===== config.mk =====
export PLATFORM = sky130hd
export DESIGN_NAME = ifetch_ctrl
export DESIGN_NICKNAME = d
export VERILOG_FILES = /design/src/rtl/riscv_pkg.sv /design/src/rtl/fetch_buf2.sv /design/src/rtl/ifetch_ctrl.sv
export SDC_FILE = /design/constraint.sdc
export NUM_CORES = 1
export LEC_CHECK = 0
export ABC_AREA = 1
export CORE_ASPECT_RATIO = 0.7
export CORE_UTILIZATION = 48
export CTS_CLUSTER_SIZE = 8
export DETAILED_ROUTE_END_ITERATION = 10
export PLACE_DENSITY = 0.87
export SYNTH_ARGS = -nofsm -noshare
export SYNTH_HDL_FRONTEND = slang
export SYNTH_SLANG_ARGS = --single-unit

===== constraint.sdc =====
create_clock -name clk -period 8 [get_ports clk]
set_input_delay 2.4 -clock clk [delete_from_list [all_inputs] [get_ports clk]]
set_output_delay 2.4 -clock clk [all_outputs]
set_load 0.05 [all_outputs]

===== src/rtl/riscv_pkg.sv =====
// Shared RISC-V core definitions: data width, fetch FSM
// states and the {pc, instr} packet passed from fetch to decode.
package riscv_pkg;

  localparam int unsigned XLEN = 32;

  localparam logic [XLEN-1:0] INSTR_NOP = 32'h0000_0013;

  typedef enum logic [1:0] {
    IF_IDLE  = 2'd0,
    IF_FETCH = 2'd1,
    IF_HALT  = 2'd2
  } ifetch_state_e;

  typedef struct packed {
    logic [XLEN-1:0] pc;
    logic [XLEN-1:0] instr;
  } fetch_pkt_t;

endpackage


===== src/rtl/fetch_buf2.sv =====
// Two-entry FIFO of fetch packets; head is read combinationally.
// Ports: clk, rst, push/din, pop, flush, count_o, valid_o, head_o.
module fetch_buf2
  import riscv_pkg::*;
(
  input  logic       clk,
  input  logic       rst,
  input  logic       push_i,
  input  fetch_pkt_t din_i,
  input  logic       pop_i,
  input  logic       flush_i,
  output logic [1:0] count_o,
  output logic       valid_o,
  output fetch_pkt_t head_o
);

  fetch_pkt_t ent_q [2];
  logic       wr_q;
  logic       rd_q;
  logic [1:0] cnt_q;

  assign count_o = cnt_q;
  assign valid_o = (cnt_q != 2'd0);
  assign head_o  = ent_q[rd_q];

  always_ff @(posedge clk) begin
    if (rst) begin
      ent_q[0] <= '0;
      ent_q[1] <= '0;
      wr_q     <= 1'b0;
      rd_q     <= 1'b0;
      cnt_q    <= 2'd0;
    end else if (flush_i) begin
      // Entries are kept so the head stays held while empty.
      wr_q  <= 1'b0;
      rd_q  <= 1'b0;
      cnt_q <= 2'd0;
    end else begin
      if (push_i) begin
        ent_q[wr_q] <= din_i;
        wr_q        <= ~wr_q;
      end
      if (pop_i) begin
        rd_q <= ~rd_q;
      end
      cnt_q <= cnt_q + {1'b0, push_i} - {1'b0, pop_i};
    end
  end

endmodule


===== src/rtl/ifetch_ctrl.sv =====
// Fetch sequencer: owns the PC, reads instruction memory and
// buffers {pc, instr} for decode over valid/ready.
// Ports: clk, rst, start, read_address/instruction (imem),
// redirect_valid/target, out_valid/ready/instr/pc, halted, busy.
module ifetch_ctrl
  import riscv_pkg::*;
#(
  parameter logic [XLEN-1:0] RESET_PC     = 32'h0000_0000,
  parameter int unsigned     MEM_BYTES    = 64,
  parameter bit              HALT_ON_ZERO = 1'b1
) (
  input  logic            clk,
  input  logic            rst,
  input  logic            start,
  output logic [XLEN-1:0] read_address,
  input  logic [XLEN-1:0] instruction,
  input  logic            redirect_valid,
  input  logic [XLEN-1:0] redirect_target,
  output logic            out_valid,
  input  logic            out_ready,
  output logic [XLEN-1:0] out_instr,
  output logic [XLEN-1:0] out_pc,
  output logic            halted,
  output logic            busy
);

  localparam logic [XLEN-1:0] PC_MASK = XLEN'(MEM_BYTES - 1);

  ifetch_state_e   state_q, state_d;
  logic [XLEN-1:0] pc_q, pc_d;

  logic       push;
  logic       pop;
  logic       flush;
  logic [1:0] count;
  fetch_pkt_t head;
  fetch_pkt_t pkt;

  assign pop = out_valid && out_ready;
  assign pkt = '{pc: pc_q, instr: instruction};

  always_comb begin
    state_d = state_q;
    pc_d    = pc_q;
    push    = 1'b0;
    flush   = 1'b0;
    if (redirect_valid) begin
      flush = 1'b1;
      pc_d  = {redirect_target[XLEN-1:2], 2'b00} & PC_MASK;
      // From IDLE a redirect only retargets the PC.
      if (state_q != IF_IDLE) state_d = IF_FETCH;
    end else begin
      unique case (1'b1)
        (state_q == IF_IDLE): begin
          if (start) state_d = IF_FETCH;
        end
        (state_q == IF_FETCH): begin
          if (count < 2'd2 || pop) begin
            // The zero word is dropped and the PC parks on it.
            if (HALT_ON_ZERO && instruction == '0) begin
              state_d = IF_HALT;
            end else begin
              push = 1'b1;
              pc_d = (pc_q + XLEN'(4)) & PC_MASK;
            end
          end
        end
        (state_q == IF_HALT): begin
          state_d = IF_HALT;
        end
        default: state_d = IF_IDLE;
      endcase
    end
  end

  always_ff @(posedge clk) begin
    if (rst) begin
      state_q <= IF_IDLE;
      pc_q    <= RESET_PC;
    end else begin
      state_q <= state_d;
      pc_q    <= pc_d;
    end
  end

  fetch_buf2 u_buf (
    .clk     (clk),
    .rst     (rst),
    .push_i  (push),
    .din_i   (pkt),
    .pop_i   (pop),
    .flush_i (flush),
    .count_o (count),
    .valid_o (out_valid),
    .head_o  (head)
  );

  assign read_address = pc_q;
  assign out_instr    = head.instr;
  assign out_pc       = head.pc;
  assign halted       = (state_q == IF_HALT);
  assign busy         = (state_q == IF_FETCH);

endmodule

==> results of run 1 <==
## sequential cells by signal, summed over array words and instances, names as in the netlist, named ones only
register / count
u_buf.ent_q: 72
u_buf.count_o: 2
state_q: 2
read_address: 4
u_buf.rd_q: 1
u_buf.wr_q: 1
## layer usage
layer / vias to the layer above / wire (um) / track usage (%)
li1: 1394 / - / -
met2: 123 / 4250 / 32.9
met1: 1338 / 3580 / 22.0
met5: - / 0 / 0
met3: 13 / 655 / 5.90
met4: 0 / 138 / 6.41
## report_power, final
part	internal, W	leakage, nW	switching, W
sequential	0.000507	0.836	0.0000129
combinational	0.000109	1.26	0.000250
clock	0.000215	0.137	0.000177
## final cells by class
class | instances | share of cell area [%]
Clock buffer | 9 | 4.22
Clock inverter | 7 | 1.05
Inverter | 49 | 3.44
Multi-Input combinational cell | 269 | 27.9
Sequential cell | 83 | 44.6
Tap cell | 120 | 2.81
Timing Repair Buffer | 86 | 16.0
## logic make-up after synthesis
logic type | after synthesis | share of synthesized area (%)
xor+xnor | 3 | 0.603
flops | 83 | 54.6
buf+inv | 116 | 16.0
compound gates | 17 | 2.38
other cells | 1 | 0.0860
simple gates | 151 | 15.3
mux | 36 | 9.30
fa+ha+maj | 6 | 1.72
## through the flow
stage | instances | hold slack (ns) | area (um2)
floorplan | 468 | 0.425 | 4570
global placement | 607 | 0.438 | 5060
detailed placement | 607 | 0.455 | 5060
CTS | 623 | 0.462 | 5340
global route | 623 | 0.499 | 5340
finish | 623 | 0.467 | 5340
## worst reg2reg max path, delay by kind of cell, from the launching register on
| kind | cells | cell delay [ns] |
|---|---|---|
| AND/OR/NAND/NOR | 3 | 0.89 |
| buffers and inverters | 3 | 0.69 |
| flip-flops | 1 | 0.31 |
| adder cells (fa/ha/maj) | 1 | 0.20 |
## worst min-delay path by stage
stage / startpoint / end
2_1_floorplan: u_buf.rd_q$_SDFFE_PP0P_ / flip-flop
3_3_place_gp: u_buf.rd_q$_SDFFE_PP0P_ / u_buf.rd_q$_SDFFE_PP0P_
3_5_place_dp: u_buf.rd_q$_SDFFE_PP0P_ / flip-flop
4_1_cts: u_buf.rd_q$_SDFFE_PP0P_ / flip-flop
5_1_grt: u_buf.rd_q$_SDFFE_PP0P_ / flip-flop
6_report: u_buf.rd_q$_SDFFE_PP0P_ / flip-flop
## cells in the final DEF (no fill, tap or decap), types with 2 or more instances in the layout
cell type / synthesis / final
nor2_1: 100 / 100
clkdlybuf4s50_1: 0 / 83
edfxtp_1: 72 / 72
conb_1: 1 / 56
inv_1: 48 / 48
mux2_2: 36 / 36
nand2_1: 30 / 30
dfxtp_1: 11 / 11
a21oi_1: 9 / 9
clkbuf_16: 0 / 9
nand3_1: 8 / 8
ha_1: 6 / 6
o21ai_0: 4 / 4
inv_6: 0 / 4
buf_4: 56 / 3
and2_4: 2 / 2
nand2_2: 2 / 2
nor2_4: 2 / 2
nand4_4: 2 / 2
nor2_2: 2 / 2
xnor2_1: 2 / 2
## Yosys cell counts, types with 2 or more instances
master    instances
nand3_1           8
buf_6             6
mux2_2           36
nand2_1          30
inv_1            48
ha_1              6
buf_4            56
a21oi_1           9
edfxtp_1         72
nor2_2            2
nor2_1          100
nor2_4            2
and2_4            2
dfxtp_1          11
o21ai_0           4
xnor2_1           2
nand2_2           2
buf_2             4
nand4_4           2
==> results.sh, run 1 <==
export IMPL_status="completed"
export IMPL_cp_startpoint="instruction[8]"
export IMPL_finalSetupViolations=0
export IMPL_synthArstFlopShare_pct=0
export IMPL_antenna_left=0
export IMPL_hold_class="flip-flop to flip-flop"
export IMPL_finish_utilization_pct=62.0
export IMPL_ios=168
export IMPL_wl_um=8620
export IMPL_hold_viol=0
export IMPL_port_buffers=83
export IMPL_synth_top_cells_by_area="edfxtp_1 50%, buf_4 9.6%, mux2_2 9.3%"
export IMPL_grt_pass1_wl_um=13100
export IMPL_ys_warn_count=0
export IMPL_cp_required_ns=7.97
export IMPL_hpwl_um=5830
export IMPL_cts_max_level=3
export IMPL_holdBufCountCts=0
export IMPL_worstRegToRegCells=7
export IMPL_synth_top_cell_by_area="edfxtp_1"
export IMPL_synth_edf_count=72
export IMPL_synth_ff_type="edfxtp_1"
export IMPL_num_rows=28
export IMPL_rr_startpoint="state_q[1]$_SDFFE_PP0P_"
export IMPL_num_vias=2868
export IMPL_layout_min_cycle_time_ns=4.62
export IMPL_p_total_w=0.00127
export IMPL_antenna_found_initial=0
export IMPL_postSynthCellCount=413
export IMPL_cp_arrival_ns=4.59
export IMPL_fin_tns_setup_ns=0
export IMPL_cts_made_buffers=9
export IMPL_start_util_pct=50.6
export IMPL_netlist_area_um2=4360
export IMPL_post_cts_buffers=0
export IMPL_fin_ws_ns=3.38
export IMPL_dieArea_um2=9480
export IMPL_nFillCells=714
export IMPL_grt_pass1_vias=2887
export IMPL_crit_path_max_incr_delay_ns=0.49
export IMPL_synth_top_area_share_pct=49.6
export IMPL_antenna_cells=0
export IMPL_rsz0062_at_grt="false"
export IMPL_fin_nets=573
export IMPL_worst_pin_slew_ns=0.613
export IMPL_cp_max_fo=37
export IMPL_finalMaxSlewViolations=0
export IMPL_areaGrowthSynthToFinish_pct=22.5
export IMPL_timing_final_crit_share_pct=57.7
export IMPL_finClkSkew_ns=0.00603
export IMPL_clockRootBuffer="clkbuf_16"
export IMPL_viasPerCell=4.60
export IMPL_synth_area_per_cell_um2=10.6
export IMPL_cts_tree="yes"
export IMPL_coreArea_um2=8620
export IMPL_clk_latency_ns=0.34
export IMPL_dieWidth_um=116
export IMPL_p_per_area_nw_per_um2=238
export IMPL_r2r_slack_ns=5.54
export IMPL_pre_cts_ws_ns=3.03
export IMPL_critPathTopFamily="simple AND/OR/NAND/NOR gates"
export IMPL_path_class="primary input to flip-flop"
export IMPL_maxCapViolations=0
export IMPL_yosys_cell_types_count=30
export IMPL_numClockSinks=83
export IMPL_drt_initial_drc_count=218
export IMPL_hold_depth=1
export IMPL_crit_cells=9
export IMPL_routedWlPerCell_um=13.8
export IMPL_drive_gt1_share_pct=13.9
export IMPL_reg2reg_to="u_buf.ent_q[0][6]$_SDFFCE_PN0P_"
export IMPL_ys_seq_elements=83
export IMPL_slowest_stage="clkdlybuf4s50_1"
export IMPL_clk_pin_slew_ns=0.06
export IMPL_ir_worst_vdd_mv=0.135
export IMPL_firstDrtPassIters=4
export IMPL_worstPathCellList="clkdlybuf4s50_1, nor2_1, nand2_1, nor2_1, and2_4, nand2_2, nand4_4, nand2_1, buf_4"
export IMPL_cts_repair_resized=0
export IMPL_max_slew_margin_pct=59.0
export IMPL_grt_remaining_overflow=0
export IMPL_ff_latch_area_um2=2380
export IMPL_path_buf_inv=2
export IMPL_drcViolationCount=0
export IMPL_endpoint="u_buf.ent_q[0][6]$_SDFFCE_PN0P_"
export IMPL_die_h_um=81.7
export IMPL_p_leak_nw=2.24
export IMPL_place_gp_congestion=0.794
export IMPL_cp_start_kind="primary input"
export IMPL_globalRouteTotalUtil_pct=18.8
export IMPL_clk_path_buf_depth=2
export IMPL_multi_input_area_um2=1490
export IMPL_grt_max_degree=38
export IMPL_max_freq_mhz=216
export IMPL_yosysSeqAreaShare_pct=54.6
export IMPL_setup_worst_path_end_class="flip-flop"
Note: power is estimated with default switching activity, not from simulation.
==> inputs of run 2 (changes only) <==
CORE_UTILIZATION = 44   (was 48)
PLACE_DENSITY = 0.8   (was 0.87)
clock period = 4.7 ns   (was 8 ns; I/O delays follow)
==> run 2 against run 1 <==
Compared with the run above:
- cell count rose by 0.80%
- critical path depth shrank 7
- register-to-register slack worse by 2.7 ns
- largest cell class unchanged
- via count shrank 0.45%
- clock power up 77%
- flip-flop and latch count stayed put
- die area grew 8.9%
- worst setup slack got worse by 2.5 ns
- highest routed layer unchanged
- sequential power up 71%
- total power up 72%
- count of clock-buffer cells in the layout did not move
==> results.sh, run 2 (synthesized netlist as in run 1, its figures left out) <==
export IMPL_hold_start="u_buf.rd_q$_SDFFE_PP0P_"
export IMPL_drive_gt1_share_pct=14.1
export IMPL_final_cell_mix="100 x nor2_1, 83 x clkdlybuf4s50_1, 72 x edfxtp_1"
export IMPL_setup_worst_path_end_class="primary output"
export IMPL_crit_cells=2
export IMPL_routedWlPerCell_um=13.5
export IMPL_path_class="flip-flop to primary output"
export IMPL_drcViolationCount=0
export IMPL_maxCapViolations=0
export IMPL_drt_initial_drc_count=144
export IMPL_hpwl_um=5760
export IMPL_num_vias=2855
export IMPL_fin_ws_ns=0.849
export IMPL_port_buffers=83
export IMPL_numClockSinks=83
export IMPL_viasPerCell=4.55
export IMPL_clk_pin_slew_ns=0.06
export IMPL_max_slew_margin_pct=38.0
export IMPL_num_rows=29
export IMPL_grt_pass1_wl_um=13200
export IMPL_wl_um=8470
export IMPL_cts_max_level=3
export IMPL_largest_reg_flops=72
export IMPL_dieWidth_um=121
export IMPL_ir_worst_vdd_mv=0.229
export IMPL_cp_max_fo=36
export IMPL_max_flop_register="u_buf.ent_q"
export IMPL_grt_max_degree=37
export IMPL_post_cts_buffers=0
export IMPL_fin_tns_setup_ns=0
export IMPL_timing_final_crit_share_pct=81.9
export IMPL_status="completed"
export IMPL_worst_pin_slew_ns=0.931
export IMPL_max_freq_mhz=260
export IMPL_hold_viol=0
export IMPL_r2r_slack_ns=2.80
export IMPL_ios=168
export IMPL_finalMaxSlewViolations=0
export IMPL_path_buf_inv=1
export IMPL_layout_commonest_cell="nor2_1"
export IMPL_cts_repair_resized=0
export IMPL_clk_latency_ns=0.34
export IMPL_cp_arrival_ns=2.44
export IMPL_dieArea_um2=10300
export IMPL_p_leak_nw=2.24
export IMPL_areaGrowthSynthToFinish_pct=23.2
export IMPL_antenna_found_initial=0
export IMPL_slowest_stage="dfxtp_2"
export IMPL_cp_start_kind="flip-flop"
export IMPL_crit_path_max_incr_delay_ns=0.94
export IMPL_start_util_pct=46.8
export IMPL_firstDrtPassIters=7
export IMPL_grt_pass1_vias=2736
export IMPL_fin_nets=574
export IMPL_die_h_um=85.3
export IMPL_hold_class="flip-flop to flip-flop"
export IMPL_rr_startpoint="state_q[1]$_SDFFE_PP0P_"
export IMPL_finalSetupViolations=0
export IMPL_clockRootBuffer="clkbuf_16"
export IMPL_worstPathCellList="mux2_2, clkdlybuf4s50_1"
export IMPL_holdBufCountCts=0
export IMPL_cts_made_buffers=9
export IMPL_layout_min_cycle_time_ns=3.85
export IMPL_cp_required_ns=3.29
export IMPL_rsz0062_at_grt="false"
export IMPL_reg2reg_to="u_buf.ent_q[1][3]$_SDFFCE_PN0P_"
export IMPL_hold_depth=1
export IMPL_grt_remaining_overflow=0
export IMPL_pre_cts_ws_ns=1.20
export IMPL_antenna_cells=0
export IMPL_place_gp_congestion=0.793
export IMPL_finClkSkew_ns=0.00577
export IMPL_worstRegToRegCells=7
export IMPL_antenna_left=0
export IMPL_critPathTopFamily="flip-flops"
export IMPL_clk_path_buf_depth=2
export IMPL_globalRouteTotalUtil_pct=17.3
export IMPL_coreArea_um2=9330
export IMPL_p_per_area_nw_per_um2=407
export IMPL_cts_tree="yes"
-- run 2: cell count changes in the layout (fill, tap and decap cells not counted) --
cell and change:
clkinvlp_4 +2, inv_6 -2, buf_4 +1, bufinv_16 +1, clkinv_1 +1, clkinv_2 -1, clkinv_4 -1, dfxtp_1 -1
dfxtp_2 +1
-- run 2: area by class of cell --
cell class | count | area, um2
Clock buffer | 9 | 225
Inverter | 49 | 184
Clock inverter | 7 | 73.8
Timing Repair Buffer | 87 | 861
Multi-Input combinational cell | 269 | 1490
Sequential cell | 83 | 2380
Tap cell | 124 | 155
Fill cell | 779 | 3950
-- run 2: where the power goes --
group | switching [W] | leakage [nW] | internal (W) | total [W]
sequential | 0.0000255 | 0.836 | 0.000863 | 0.000889
clock | 0.000280 | 0.136 | 0.000413 | 0.000693
combinational | 0.000420 | 1.27 | 0.000186 | 0.000606
-- run 2: layer usage --
metal | up-vias | track usage (%) | wire (um)
met3 | 5 | 6.38 | 671
li1 | 1398 | - | -
met5 | - | 0 | 0
met4 | 0 | 4.60 | 68
met2 | 112 | 28.9 | 4060
met1 | 1340 | 21.0 | 3670
-- run 2: through the flow --
step	util [%]	instance area, um2	total power [W]	std cells	hold WS (ns)
after floorplan	-	4570	0.00138	468	0.425
after global placement	54.4	5070	0.00150	612	0.430
after detailed placement	54.4	5070	0.00151	612	0.456
after CTS	57.6	5370	0.00221	628	0.471
after global routing	57.6	5370	0.00229	628	0.496
final	57.6	5370	0.00219	628	0.469
-- run 2: worst reg2reg max path: stages (launching register included) --
cell and delay, ns:
dfxtp_1 0.31, inv_1 0.10, ha_1 0.20, inv_1 0.11, nor2_8 0.19, nand4_4 0.12, nand2_1 0.08, buf_4 0.43
-- run 2: how the worst max path moves through the flow --
stage | start | slack [ns] | endpoint
3_3_place_gp | flip-flop | 1.20 | out_instr[31]
4_1_cts | flip-flop | 0.83 | out_instr[31]
2_1_floorplan | instruction[11] | 1.37 | u_buf.ent_q[0][0]$_SDFFCE_PN0P_
5_1_grt | flip-flop | 0.77 | out_instr[31]
3_5_place_dp | flip-flop | 1.20 | out_instr[31]
6_report | flip-flop | 0.85 | out_instr[31]
